File: src/rtl/ps2_pkg.sv
// Shared constants and types for the PS/2 key event queue: scancode values,
// decoder states, the FIFO entry width and the bit positions inside `held`.
package ps2_pkg;

    // Prefix bytes
    localparam logic [7:0] ScE0 = 8'hE0;
    localparam logic [7:0] ScF0 = 8'hF0;

    // Device responses / unsupported bytes that abort any pending prefix
    localparam logic [7:0] ScNul  = 8'h00;
    localparam logic [7:0] ScBat  = 8'hAA;
    localparam logic [7:0] ScE1   = 8'hE1;
    localparam logic [7:0] ScEcho = 8'hEE;
    localparam logic [7:0] ScAck  = 8'hFA;
    localparam logic [7:0] ScFC   = 8'hFC;
    localparam logic [7:0] ScRsnd = 8'hFE;
    localparam logic [7:0] ScErr  = 8'hFF;

    // Extended arrow-key codes
    localparam logic [7:0] ScUp    = 8'h75;
    localparam logic [7:0] ScLeft  = 8'h6B;
    localparam logic [7:0] ScDown  = 8'h72;
    localparam logic [7:0] ScRight = 8'h74;

    // FIFO entry is {ext, brk, code}
    localparam int unsigned EvtW = 10;

    // Bit positions in the `held` vector {up, left, down, right}
    localparam int unsigned HeldUp    = 3;
    localparam int unsigned HeldLeft  = 2;
    localparam int unsigned HeldDown  = 1;
    localparam int unsigned HeldRight = 0;

    typedef enum logic [1:0] {
        StIdle,
        StExt,
        StBrk,
        StExtBrk
    } dec_state_e;

    function automatic logic is_ignored(input logic [7:0] b);
        return (b == ScNul) || (b == ScBat) || (b == ScE1) || (b == ScEcho) ||
               (b == ScAck) || (b == ScFC) || (b == ScRsnd) || (b == ScErr);
    endfunction

endpackage

File: src/rtl/ps2_key_event_queue_if.sv
// Event read port of the key queue: show-ahead head entry plus pop strobe.
// master = queue (drives the head), slave = consumer (drives rd_en).
interface ps2_key_event_queue_if;
    logic       rd_en;
    logic       evt_valid;
    logic [7:0] evt_code;
    logic       evt_ext;
    logic       evt_break;

    modport master (
        input  rd_en,
        output evt_valid,
        output evt_code,
        output evt_ext,
        output evt_break
    );

    modport slave (
        output rd_en,
        input  evt_valid,
        input  evt_code,
        input  evt_ext,
        input  evt_break
    );
endinterface

File: src/rtl/ps2_event_fifo.sv
// Show-ahead FIFO of DEPTH x EvtW entries with an occupancy count. When full,
// a push is still accepted if a pop happens in the same cycle; otherwise the
// push is dropped and o_drop pulses.
module ps2_event_fifo
    import ps2_pkg::*;
#(
    parameter int unsigned DEPTH = 8
) (
    input  logic                       clock,
    input  logic                       resetn,
    input  logic                       i_push,
    input  logic [EvtW-1:0]            i_wdata,
    input  logic                       i_pop,
    output logic                       o_valid,
    output logic [EvtW-1:0]            o_rdata,
    output logic [$clog2(DEPTH):0]     o_count,
    output logic                       o_drop
);
    localparam int unsigned AW = $clog2(DEPTH);
    localparam int unsigned CW = AW + 1;

    logic [EvtW-1:0] r_mem [DEPTH];
    logic [AW-1:0]   r_wr_ptr;
    logic [AW-1:0]   r_rd_ptr;
    logic [CW-1:0]   r_count;

    logic w_empty;
    logic w_full;
    logic w_pop;
    logic w_push;

    assign w_empty = (r_count == '0);
    assign w_full  = (r_count == CW'(DEPTH));
    assign w_pop   = i_pop & ~w_empty;
    assign w_push  = i_push & (~w_full | w_pop);
    assign o_drop  = i_push & w_full & ~w_pop;

    // Storage write; contents are only observed through the valid-gated head
    always_ff @(posedge clock) begin
        if (w_push) begin
            r_mem[r_wr_ptr] <= i_wdata;
        end
    end

    // Pointers wrap naturally since DEPTH is a power of two
    always_ff @(posedge clock or negedge resetn) begin
        if (!resetn) begin
            r_wr_ptr <= '0;
            r_rd_ptr <= '0;
            r_count  <= '0;
        end else begin
            if (w_push) r_wr_ptr <= r_wr_ptr + AW'(1);
            if (w_pop)  r_rd_ptr <= r_rd_ptr + AW'(1);
            unique case ({w_push, w_pop})
                2'b10:   r_count <= r_count + CW'(1);
                2'b01:   r_count <= r_count - CW'(1);
                default: r_count <= r_count;
            endcase
        end
    end

    assign o_valid = ~w_empty;
    assign o_rdata = w_empty ? '0 : r_mem[r_rd_ptr];
    assign o_count = r_count;

endmodule

File: src/rtl/ps2_key_event_queue.sv
// PS/2 scancode decoder feeding a small event FIFO, plus live arrow-key flags.
// Optional build macro: PS2_KEY_TYPEMATIC_FILTER_EN drops repeated identical
// makes (typematic auto-repeat) until a break or reset intervenes.
module ps2_key_event_queue
    import ps2_pkg::*;
#(
    parameter int unsigned DEPTH = 8
) (
    input  logic                   clock,
    input  logic                   resetn,
    input  logic [7:0]             ps2_key_data,
    input  logic                   ps2_key_pressed,
    input  logic                   clr_ovf,
    ps2_key_event_queue_if.master  evt_if,
    output logic [$clog2(DEPTH):0] count,
    output logic                   overflow,
    output logic [3:0]             held
);
    dec_state_e r_state;
    logic       r_overflow;
    logic [3:0] r_held;

    logic            w_is_e0;
    logic            w_is_f0;
    logic            w_ign;
    logic            w_emit;
    logic            w_ext;
    logic            w_brk;
    logic            w_repeat;
    logic            w_accept;
    logic            w_drop;
    logic [EvtW-1:0] w_head;

    assign w_is_e0 = (ps2_key_data == ScE0);
    assign w_is_f0 = (ps2_key_data == ScF0);
    assign w_ign   = is_ignored(ps2_key_data);

    // Emit decode: prefixes are only consumed as prefixes before a break marker
    always_comb begin
        w_emit = 1'b0;
        w_ext  = 1'b0;
        w_brk  = 1'b0;
        if (ps2_key_pressed && !w_ign) begin
            unique case (r_state)
                StIdle, StExt: begin
                    w_emit = ~w_is_e0 & ~w_is_f0;
                    w_ext  = (r_state == StExt);
                end
                StBrk: begin
                    w_emit = 1'b1;
                    w_brk  = 1'b1;
                end
                StExtBrk: begin
                    w_emit = 1'b1;
                    w_ext  = 1'b1;
                    w_brk  = 1'b1;
                end
                default: w_emit = 1'b0;
            endcase
        end
    end

    // Decoder FSM, advanced only on byte strobes
    always_ff @(posedge clock or negedge resetn) begin
        if (!resetn) begin
            r_state <= StIdle;
        end else if (ps2_key_pressed) begin
            if (w_emit || w_ign) begin
                r_state <= StIdle;
            end else begin
                unique case (r_state)
                    StIdle:  r_state <= w_is_e0 ? StExt : StBrk;
                    StExt:   r_state <= w_is_f0 ? StExtBrk : StExt;
                    default: r_state <= StIdle;
                endcase
            end
        end
    end

`ifdef PS2_KEY_TYPEMATIC_FILTER_EN
    logic       r_last_vld;
    logic [8:0] r_last_make;

    // Remember the last make {ext, code}; any break forgets it
    always_ff @(posedge clock or negedge resetn) begin
        if (!resetn) begin
            r_last_vld  <= 1'b0;
            r_last_make <= '0;
        end else if (w_emit) begin
            if (w_brk) begin
                r_last_vld <= 1'b0;
            end else begin
                r_last_vld  <= 1'b1;
                r_last_make <= {w_ext, ps2_key_data};
            end
        end
    end

    assign w_repeat = w_emit & ~w_brk & r_last_vld & (r_last_make == {w_ext, ps2_key_data});
`else
    assign w_repeat = 1'b0;
`endif

    assign w_accept = w_emit & ~w_repeat;

    // Arrow-key flags track extended make/break regardless of FIFO space
    always_ff @(posedge clock or negedge resetn) begin
        if (!resetn) begin
            r_held <= '0;
        end else if (w_accept && w_ext) begin
            case (ps2_key_data)
                ScUp:    r_held[HeldUp]    <= ~w_brk;
                ScLeft:  r_held[HeldLeft]  <= ~w_brk;
                ScDown:  r_held[HeldDown]  <= ~w_brk;
                ScRight: r_held[HeldRight] <= ~w_brk;
                default: r_held <= r_held;
            endcase
        end
    end

    // Sticky overflow; a new drop wins over a clear in the same cycle
    always_ff @(posedge clock or negedge resetn) begin
        if (!resetn) begin
            r_overflow <= 1'b0;
        end else if (w_drop) begin
            r_overflow <= 1'b1;
        end else if (clr_ovf) begin
            r_overflow <= 1'b0;
        end
    end

    ps2_event_fifo #(
        .DEPTH (DEPTH)
    ) u_fifo (
        .clock   (clock),
        .resetn  (resetn),
        .i_push  (w_accept),
        .i_wdata ({w_ext, w_brk, ps2_key_data}),
        .i_pop   (evt_if.rd_en),
        .o_valid (evt_if.evt_valid),
        .o_rdata (w_head),
        .o_count (count),
        .o_drop  (w_drop)
    );

    assign evt_if.evt_ext   = w_head[9];
    assign evt_if.evt_break = w_head[8];
    assign evt_if.evt_code  = w_head[7:0];
    assign overflow         = r_overflow;
    assign held             = r_held;

endmodule

File: src/flat_wrapper.sv
// flat-port wrapper written by rule: the top's interface ports become plain ports
module ps2_key_event_queue_flat import ps2_pkg::*;
#(
    parameter int unsigned DEPTH = 8
)
  (clock, resetn, ps2_key_data, ps2_key_pressed, clr_ovf, count, overflow, held, evt_if_rd_en, evt_if_evt_valid, evt_if_evt_code, evt_if_evt_ext, evt_if_evt_break);
  ps2_key_event_queue_if evt_if_i ();
  input  logic clock;
  input  logic resetn;
  input  logic [7:0] ps2_key_data;
  input  logic ps2_key_pressed;
  input  logic clr_ovf;
  output logic [$clog2(DEPTH):0] count;
  output logic overflow;
  output logic [3:0] held;
  input wire logic [$bits(evt_if_i.rd_en)-1:0] evt_if_rd_en;
  output wire logic [$bits(evt_if_i.evt_valid)-1:0] evt_if_evt_valid;
  output wire logic [$bits(evt_if_i.evt_code)-1:0] evt_if_evt_code;
  output wire logic [$bits(evt_if_i.evt_ext)-1:0] evt_if_evt_ext;
  output wire logic [$bits(evt_if_i.evt_break)-1:0] evt_if_evt_break;
  assign evt_if_i.rd_en = evt_if_rd_en;
  assign evt_if_evt_valid = evt_if_i.evt_valid;
  assign evt_if_evt_code = evt_if_i.evt_code;
  assign evt_if_evt_ext = evt_if_i.evt_ext;
  assign evt_if_evt_break = evt_if_i.evt_break;
  ps2_key_event_queue #(.DEPTH(DEPTH)) u_core (.clock(clock), .resetn(resetn), .ps2_key_data(ps2_key_data), .ps2_key_pressed(ps2_key_pressed), .clr_ovf(clr_ovf), .evt_if(evt_if_i), .count(count), .overflow(overflow), .held(held));
endmodule
File: config.mk
export PLATFORM = sky130hd
export DESIGN_NAME = ps2_key_event_queue_flat
export DESIGN_NICKNAME = d
export VERILOG_FILES = /design/src/rtl/ps2_pkg.sv /design/src/rtl/ps2_key_event_queue_if.sv /design/src/rtl/ps2_event_fifo.sv /design/src/rtl/ps2_key_event_queue.sv /design/src/flat_wrapper.sv
export SDC_FILE = /design/constraint.sdc
export NUM_CORES = 1
export LEC_CHECK = 0
export ABC_AREA = 1
export BUFFER_PORTS_ARGS = -buffer_cell sky130_fd_sc_hd__buf_2
export CELL_PAD_IN_SITES_DETAIL_PLACEMENT = 1
export CELL_PAD_IN_SITES_GLOBAL_PLACEMENT = 1
export CORE_MARGIN = 4
export CORE_UTILIZATION = 43
export DETAILED_ROUTE_END_ITERATION = 6
export GPL_TIMING_DRIVEN = 0
export PLACE_DENSITY = 0.85
export SYNTH_ARGS = -nofsm -noshare
export SYNTH_HDL_FRONTEND = slang
export SYNTH_HIERARCHICAL = 1
export SYNTH_SLANG_ARGS = --single-unit
export TNS_END_PERCENT = 50
File: constraint.sdc
create_clock -name clock -period 1.9 [get_ports clock]
set_input_delay 0.38 -clock clock [delete_from_list [all_inputs] [get_ports clock]]
set_output_delay 0.38 -clock clock [all_outputs]
set_load 0.05 [all_outputs]
## After elaboration in Yosys (flattened, before gate mapping)

Memories as Yosys holds them, arrays and structs flattened.
Cells that the tools add are included.

- Flip-flop bits (word level): 17
- Bits in writable memories: 80
- Input bits: 13
- Memories kept: 1

Memories:

| memory | words | bits a word | read ports | clocked after Yosys merged registers in | wr ports | RTL line | source |
|---|---|---|---|---|---|---|---|
| u_core.u_fifo.r_mem | 8 | 10 | 1 | 0 | 1 | ps2_event_fifo.sv:22 | `logic [EvtW-1:0] r_mem [DEPTH];` |

- Add/sub/neg operators: 4
- Eq/ne operators: 19
- Multiplexer cells: 16
- Bitwise gates (word level): 12
- Reduce and logical (&&, ||, !) cells: 22

Operators with widths:

| operator | number |
|---|---|
| $eq 8x8->1 const B | 9 |
| $eq 8x7->1 const B | 4 |
| $mux 10 | 1 |
| $logic_not 8->1 | 1 |
| $logic_or 1x1->1 | 8 |
| $mux 1 | 8 |
| $pmux 4 s2 | 1 |
| $reduce_and 2->1 | 4 |
| $add 3x1->3 const B | 2 |
| $eq 2x2->1 const B | 3 |
| $mux 2 | 3 |
| $not 1->1 | 6 |
| $and 1x1->1 | 5 |
| $add 4x1->4 const B | 1 |
| $eq 2x1->1 const B | 2 |
| $eq 4x4->1 const B | 1 |
| $logic_not 4->1 | 1 |
| $pmux 1 s2 | 2 |
| $pmux 2 s2 | 1 |
| $reduce_bool 2->1 | 2 |
| $reduce_or 2->1 | 2 |
| $sub 4x1->4 const B | 1 |
| $logic_and 1x1->1 | 2 |
| $logic_not 2->1 | 1 |
| 2 further kinds | 2 |

## Longest topological paths before layout

Gate-level depths: netlist (run 1).

- Depth after elaboration: 14
- Mapped depth: 20
- Gate-level depth less buffers: 20

## By module

Netlist (run 1), hierarchy kept.

By module, submodules not included:

| module | instances | cells each | area each (um2) | sequential area each (um2) |
|---|---|---|---|---|
| ps2_event_fifo | 1 | 308 | 3777.4 | 2652.5 |
| ps2_key_event_queue | 1 | 95 | 623.1 | 175.2 |

## Worst setup path after synthesis (run 1)

OpenSTA, ideal clock, no wires.

- Path type: register -> output
- Start: register u_core.u_fifo.r_count[0], in the netlist u_core/u_fifo/o_count[0]
- End: output evt_if_evt_break
- Arrival: 2383 ps
- Data required time: 1520 ps
- Setup slack: -863 ps
- Stages on the path, launching flop included: 6
- Path buffers: 1
- Cells stage by stage: dfrtp_1 -> nor2_4 -> nand2_4 -> clkbuf_1 -> o21ai_0 -> nor2_1

- Cells in the longest elaborated chain, start to end: 2

RTL lines:

| element | RTL line | source |
|---|---|---|
| from (decl) | ps2_event_fifo.sv:25 | `logic [CW-1:0] r_count;` |
| from (signal assigned) | ps2_event_fifo.sv:55 | `2'b10: r_count <= r_count + CW'(1);` |
| from (signal assigned) | ps2_event_fifo.sv:56 | `2'b01: r_count <= r_count - CW'(1);` |
| from (signal assigned) | ps2_event_fifo.sv:57 | `default: r_count <= r_count;` |
| $logic_not 4->1 | ps2_event_fifo.sv:32 | `assign w_empty = (r_count == '0);` |
| $mux 10 | ps2_event_fifo.sv:63 | `assign o_rdata = w_empty ? '0 : r_mem[r_rd_ptr];` |
| to (decl) | flat_wrapper.sv:20 | `output wire logic [$bits(evt_if_i.evt_break)-1:0] evt_if_evt_break;` |

Every way passes these cells.

## Worst setup path after layout (run 1)

- Start: register u_core.u_fifo.r_rd_ptr[1]
- End: output evt_if_evt_code[6]

- Cells in the longest elaborated chain, start to end: 2

RTL lines:

| element | RTL line | source |
|---|---|---|
| from (decl) | ps2_event_fifo.sv:24 | `logic [AW-1:0] r_rd_ptr;` |
| from (signal assigned) | ps2_event_fifo.sv:53 | `if (w_pop) r_rd_ptr <= r_rd_ptr + AW'(1);` |
| $mem_v2 8x10 | -- |  |
| $mux 10 | ps2_event_fifo.sv:63 |  |
| to (decl) | flat_wrapper.sv:18 | `output wire logic [$bits(evt_if_i.evt_code)-1:0] evt_if_evt_code;` |

Every way passes these cells.

==> run metrics, run 1 <==
fin. max-slew vios=0; aggregate global routing overflow=0; Slew headroom=57.0%; vias per cell=5.73; Layout Area Growth over Synthesis=37.4%; Worst-path clk slew=0.10 ns; Setup-failing EPs final=11; die height=109 µm; Mapped Nets=419; Sequential Power Share=27.8%; Synth top area share=54.6%; # rows=36; Syn. warnings=6; clock latency on the worst-skew pair=0.37 ns; GRT Total Usage=roughly 23%; slowest stage delay, CP=0.51 ns; Comb pwr share=between 50 and 60%; Synth top cells by count=99 x nor2_1, 80 x edfxtp_1, 47 x nand2_1, 29 x o21ai_0, 21 x inv_1; register area=~2800 µm²; final-report hold violation count=0; Filler cells=981; DP HPWL=about 8 mm; CP Data Arrival Time=around 2.0 ns; H-tree Lvls=3; CP cell instances=clkbuf_4, o21ai_0, o32ai_1, o21ai_1, nor2_2, buf_6; final setup skew=0.0171 ns; MaxCap Viol Count=0; Post-synth top flop=edfxtp_1; register bit total from synthesis=97; Slew @ Worst Pin=0.644 ns; Die Area=~12000 µm²; Post-Layout Cell Count=611; CTS sink count=97; Critical-path top delay cell=dfrtp_1; sequential fraction of the synthesis area=64.3%; PortBufs=32; failing checks=negative setup slack; critical setup path kind=reg -> out; final worst path period share=123%; clock buffer depth=2; status=complete, but fails checks; drt drc=0; Multi-input gate area=1900 µm²; fraction of final layout cells with drive strength greater than 1=44.1%; unrepaired setup endpoints after global routing=true; crit start category=flop; Achievable Freq=~0.43 GHz; Synth area leader=edfxtp_1; Total Wirelength=15.6 mm; Syn Inst Count=403; core box area=9860 µm²; Yosys cell types=34; nets=around 500; Starting DRT DRC Count=between 200 and 300; crit path time final=between 2 and 2.5 ns; PD cells=1740 nW/µm²; total power=10600 µW; routed len/inst=25.5 µm; first-pass GRT wire length=19.6 mm; number of global-route vias before repair=3515; Static Leak=0.00227 µW; clock share of power=around 14%; Place WS=-0.866 ns; NetSw=approximately 5000 µW; internal power=5650 µW; Synth area leaders=edfxtp_1 55%, dfrtp_1 9.7%, nor2_1 8.4%, nand2_1 4.0%, o32ai_1 4.0%; initial antenna violation count=0; Peak supply drop=1.03 mV; Post-synth EDFFs=80; Placer Congestion=0.868; mapped cell area=4400 µm²; Num CTS Buffers=9; TritonCTS clock tree=built; post-route ant nets=0; Avg Inst Size Synth=10.9 µm²; Worst Hold Class=in -> reg; Top Ports=33; diode count=0; placed insts=568; Crit path required time=roughly 1.5 ns; Initial Util=44.6%; top-count cell post-synth=nor2_1; TritonRoute pass-1 iters=5; die width=109 µm; Async SR Flop Fraction=17.5%; crit end category=primary output; Crit Path Max Fanout=10; cell chosen for the clock root=clkbuf_8; worst setup margin=-0.444 ns; switching share of total power=46.4%; vias=3504; largest net degree at the start of global routing=18
==> state kept, by name, indices dropped and copies added (netlist names) <==
name                    flops
u_core/overflow             1
u_core/u_fifo/r_rd_ptr      3
u_core/u_fifo/o_count       4
u_core/r_state              2
u_core/u_fifo/r_mem        80
u_core/u_fifo/r_wr_ptr      3
u_core/held                 4
==> final timing paths <==
check                                                   endpoint  cells after the start                             startpoint  slack, ns
setup / recovery                              evt_if_evt_code[6]                      6  u_core/u_fifo/r_rd_ptr[1]$_DFFE_PN0N_      -0.44
hold / removal                       u_core/overflow$_DFFE_PN0P_                      2                                clr_ovf       0.18
setup reg to reg             u_core/u_fifo/r_mem[0][8]$_DFFE_PP_                      8   u_core/u_fifo/o_count[0]$_DFFE_PN0P_       0.04
hold reg to reg                       u_core/held[2]$_DFFE_PN0P_                      2             u_core/held[2]$_DFFE_PN0P_       0.49
max in group asynchronous  u_core/u_fifo/r_rd_ptr[0]$_DFFE_PN0N_                      2                                 resetn       1.09
min in group asynchronous  u_core/u_fifo/r_wr_ptr[1]$_DFFE_PN0P_                      2                                 resetn       0.49
==> metal layers <==
metal	GRT usage [%]	up-vias	share of wire (%)
met5	0	-	0
met4	7.21	0	2.8
met3	2.78	33	4.8
met2	41.7	146	54
met1	27.4	1782	38
li1	-	1543	-
==> power groups by stage <==
stage / Sequential, µW / Clock [µW] / Combinational (µW)
detailed placement: 2910 / 0 / 3970
global placement: 2880 / 0 / 3780
floorplan: 3020 / 0 / 2790
finish: 2930 / 1500 / 6120
CTS: 2880 / 1480 / 4730
global route: 2950 / 1620 / 6440
==> layout by cell type (no fill, tap or decap), types with 11 or more instances in the layout <==
| cell type | instances |
|---|---|
| nor2_2 | 29 |
| buf_12 | 11 |
| edfxtp_1 | 80 |
| nor2_4 | 24 |
| buf_6 | 13 |
| dfrtp_1 | 12 |
| o21ai_1 | 15 |
| o21ai_2 | 11 |
| nor2_1 | 58 |
| buf_2 | 15 |
| buf_4 | 17 |
| inv_1 | 15 |
| nand2_1 | 38 |
==> worst max-delay path, delay by kind of cell, from the launching register on <==
kind | cells | cell delay (ns)
AO/OA/AOI/OAI | 3 | 0.43
buffers and inverters | 2 | 0.50
flip-flops | 1 | 0.51
AND/OR/NAND/NOR | 1 | 0.16
==> what timing repair did <==
item | 4_1_cts | 5_1_grt
setup endpoints to repair | 94 | 93
pin swaps | 6 | 39
hold endpoints to repair | 17 | 0
cloned | 0 | 2
hold buffers | 1 | 0
gates resized for setup | 87 | 124
buffers inserted | 6 | 18
==> stage by stage <==
step / hold WS (ns) / instance area [µm²] / util (%) / setup TNS [ns]
floorplan: 0.0844 / 4490 / - / -7.61
global placement: 0.322 / 4820 / 48.9 / -64.02
detailed placement: 0.341 / 4820 / 48.9 / -68.05
CTS: 0.176 / 5430 / 55.1 / -3.63
global route: 0.168 / 6050 / 61.3 / -5.26
finish: 0.178 / 6050 / 61.3 / -3.96
==> cell families (layout without fill, tap and decap cells) <==
family,Yosys count,in the layout,synth area share [%]
compound gates,58,58,8.50
xor+xnor,6,6,1.19
fa+ha+maj,3,3,0.853
buf+inv,42,117,3.75
flops,97,97,64.3
mux,1,1,0.256
simple gates,196,196,21.2
==> cell type report <==
class,instances,area share (%)
plain buffers,15,2.30
clock buffers,9,2.05
clock inverters,7,1.53
inverters,27,1.97
multi-input cells,264,31.4
flip-flops and latches,97,46.9
well taps,133,2.75
repair buffers,59,11.1
No activity file was read; power rests on OpenSTA's default activity.
==> inputs of run 2 (changes only) <==
--- a/config.mk
+++ b/config.mk
@@ -17,5 +17,4 @@
 export SYNTH_ARGS = -nofsm -noshare
 export SYNTH_HDL_FRONTEND = slang
-export SYNTH_HIERARCHICAL = 1
 export SYNTH_SLANG_ARGS = --single-unit
 export TNS_END_PERCENT = 50
==> constraint.sdc (replaced) <==
create_clock -name clock -period 1.9 [get_ports clock]
set_input_delay 0.19 -clock clock [delete_from_list [all_inputs] [get_ports clock]]
set_output_delay 0.19 -clock clock [all_outputs]
set_load 0.05 [all_outputs]
==> run metrics, run 2 <==
status=complete, but fails checks; failing checks=negative setup slack; sequential fraction of the synthesis area=67.0%; Crit Path Max Fanout=10; setup_tns=-1.93 ns; MaxCap Viol Count=0; CP Data Arrival Time=1.92 ns; die width=107 µm; Mapped Nets=407; Layout Area Growth over Synthesis=34.3%; Initial Util=44.9%; worst setup margin=-0.213 ns; Worst Hold Class=in -> reg; crit path time final=2.11 ns; routed len/inst=roughly 22 µm; Filler cells=975; Post-Layout Cell Count=593; nets=477; Syn Inst Count=389; PortBufs=32; Starting DRT DRC Count=278; DP HPWL=7.33 mm; core box area=between 9000 and 10000 µm²; crit start category=flop; Post-synth top flop=edfxtp_1; final worst path period share=111%; Setup-failing EPs final=26; Synth area leaders=edfxtp_1 57%, dfrtp_1 10%, nor2_1 6.6%, o21ai_0 5.6%, nand2_1 4.3%; R2R cell count=16; number of global-route vias before repair=3318; R2R setup slack=-0.05 ns; Post-synth EDFFs=80; Synth top area share=between 50% and 60%; post-route ant nets=0; Die Area=11500 µm²; final-report hold violation count=0; vias=3261; most frequent cells in the layout=80 x edfxtp_1, 62 x nor2_1, 44 x nand2_1, 25 x o21ai_1; fraction of final layout cells with drive strength greater than 1=39.7%; diode count=0; Total Wirelength=13.3 mm; Syn. warnings=0; register bit total from synthesis=97; Synth area leader=edfxtp_1; clock latency on the worst-skew pair=between 0.3 and 0.4 ns; Worst R2R Start=u_core.u_fifo.o_count[0]$_DFFE_PN0P_; unrepaired setup endpoints after global routing=true; TritonRoute pass-1 iters=5; PD cells=1710 nW/µm²; vias per cell=5.50; max reg flops=80; first-pass GRT wire length=18.0 mm; Worst setup startpoint=u_core.u_fifo.r_rd_ptr[0]$_DFFE_PN0P_; final setup skew=0.0139 ns; worst hold margin=0.000687 ns; crit end category=primary output; cell chosen for the clock root=clkbuf_8; Avg Inst Size Synth=10.9 µm²; drt drc=0; mapped cell area=4220 µm²; # rows=35; RR Endpoint=u_core.u_fifo.o_count[3]$_DFFE_PN0P_; Slew @ Worst Pin=~0.56 ns; Static Leak=approximately 0.0022 µW; placed insts=550; Synth top cells by count=80 x edfxtp_1, 74 x nor2_1, 48 x nand2_1, 47 x o21ai_0, 29 x inv_1; CTS sink count=97; Crit path required time=1.71 ns; initial antenna violation count=0; most common cell after layout, fill and taps aside=edfxtp_1; largest net degree at the start of global routing=19; Async SR Flop Fraction=17.5%; Slew headroom=62.6%; Worst-path clk slew=0.10 ns; most flop-heavy register=u_core.u_fifo.r_mem; TritonCTS clock tree=built; Num CTS Buffers=9; clock buffer depth=2; Top Ports=33; Peak supply drop=roughly 1.0 mV; crit path capture=evt_if_evt_ext; GRT Total Usage=20.9%; top-count cell post-synth=edfxtp_1; Achievable Freq=0.473 GHz; H-tree Lvls=3; Yosys cell types=28; die height=107 µm; critical setup path kind=reg -> out; aggregate global routing overflow=0; Placer Congestion=0.777; fin. max-slew vios=0
run 2: changes by cell type in the layout (fill, tap and decap cells not counted), sizes merged, moves of 4 or more:
cell / before / now
o22ai: 0 / 11
nand4: 10 / 2
a31oi: 0 / 11
inv: 26 / 34
clkbuf: 16 / 23
o32ai: 20 / 0
nand3: 12 / 7
nand2: 57 / 53
nor2: 112 / 83
buf: 66 / 59
o21ai: 35 / 58
run 2: repair_timing:
item	in CTS	in global routing
pin swaps	16	31
setup buffers	10	15
endpoints found under the setup margin	91	91
cloned	1	1
hold buffers	1	0
gates resized for setup	112	72
endpoints found under the hold margin	17	0
run 2: layer usage:
| metal | up-vias | share of wire [%] | global-route usage (%) |
|---|---|---|---|
| li1 | 1492 | - | - |
| met1 | 1647 | 41 | 27.0 |
| met2 | 95 | 53 | 36.7 |
| met3 | 27 | 4.5 | 2.41 |
| met4 | 0 | 1.9 | 6.85 |
| met5 | - | 0 | 0 |
run 2: through the flow:
step | total power, µW | util, % | worst slack (ns) | cell area, µm²
final | 9710 | 60.2 | -0.213 | 5670
after global routing | 10100 | 60.2 | -0.286 | 5670
after CTS | 8960 | 56.7 | -0.133 | 5340
after detailed placement | 6700 | 50.2 | -0.533 | 4720
after global placement | 6540 | 50.2 | -0.449 | 4720
after floorplan | 5720 | - | -0.0976 | 4400
run 2: cells by family after synthesis:
group | after synthesis | synth area share, %
buffers and inverters | 47 | 4.18
and+or+nand+nor | 152 | 15.5
adders and majority gates | 5 | 1.66
AOI/OAI and AO/OA | 83 | 10.6
DFF | 97 | 67.0
xor gates and xnor gates | 5 | 1.04
run 2: report_power, final:
part           internal [µW]  total (µW)  switching (µW)
logic                   2010        5480            3470
registers               2660        2900             235
clock network            505        1330             827
run 2: cell type report:
class,instances,area [µm²],area share (%)
Clock buffer,9,124,2.18
Multi-Input combinational cell,245,1680,29.6
Inverter,32,133,2.34
Buffer,14,138,2.43
Tap cell,129,161,2.85
Clock inverter,7,62.6,1.10
Timing Repair Buffer,60,537,9.47
Sequential cell,97,2840,50.0
run 2: worst min path at each step:
stage | start | to | slack, ns | cells after the start
after floorplan | resetn | u_core.held[0]$_DFFE_PN0P_ | -0.11 | 0
after global placement | resetn | u_core.overflow$_DFFE_PN0P_ | 0.14 | 1
after detailed placement | resetn | u_core.overflow$_DFFE_PN0P_ | 0.16 | 1
after CTS | clr_ovf | u_core.overflow$_DFFE_PN0P_ | 0.002 | 2
after global routing | clr_ovf | u_core.overflow$_DFFE_PN0P_ | 0.004 | 2
final | clr_ovf | u_core.overflow$_DFFE_PN0P_ | 0.0007 | 2
run 2: worst max-delay path, stage by stage, from the launching register on:
cell and delay, ns:
dfrtp_2 0.51, buf_4 0.17, buf_8 0.13, nor2_1 0.06
nor2_1 0.11, o21ai_1 0.11, a31oi_2 0.26, buf_6 0.20
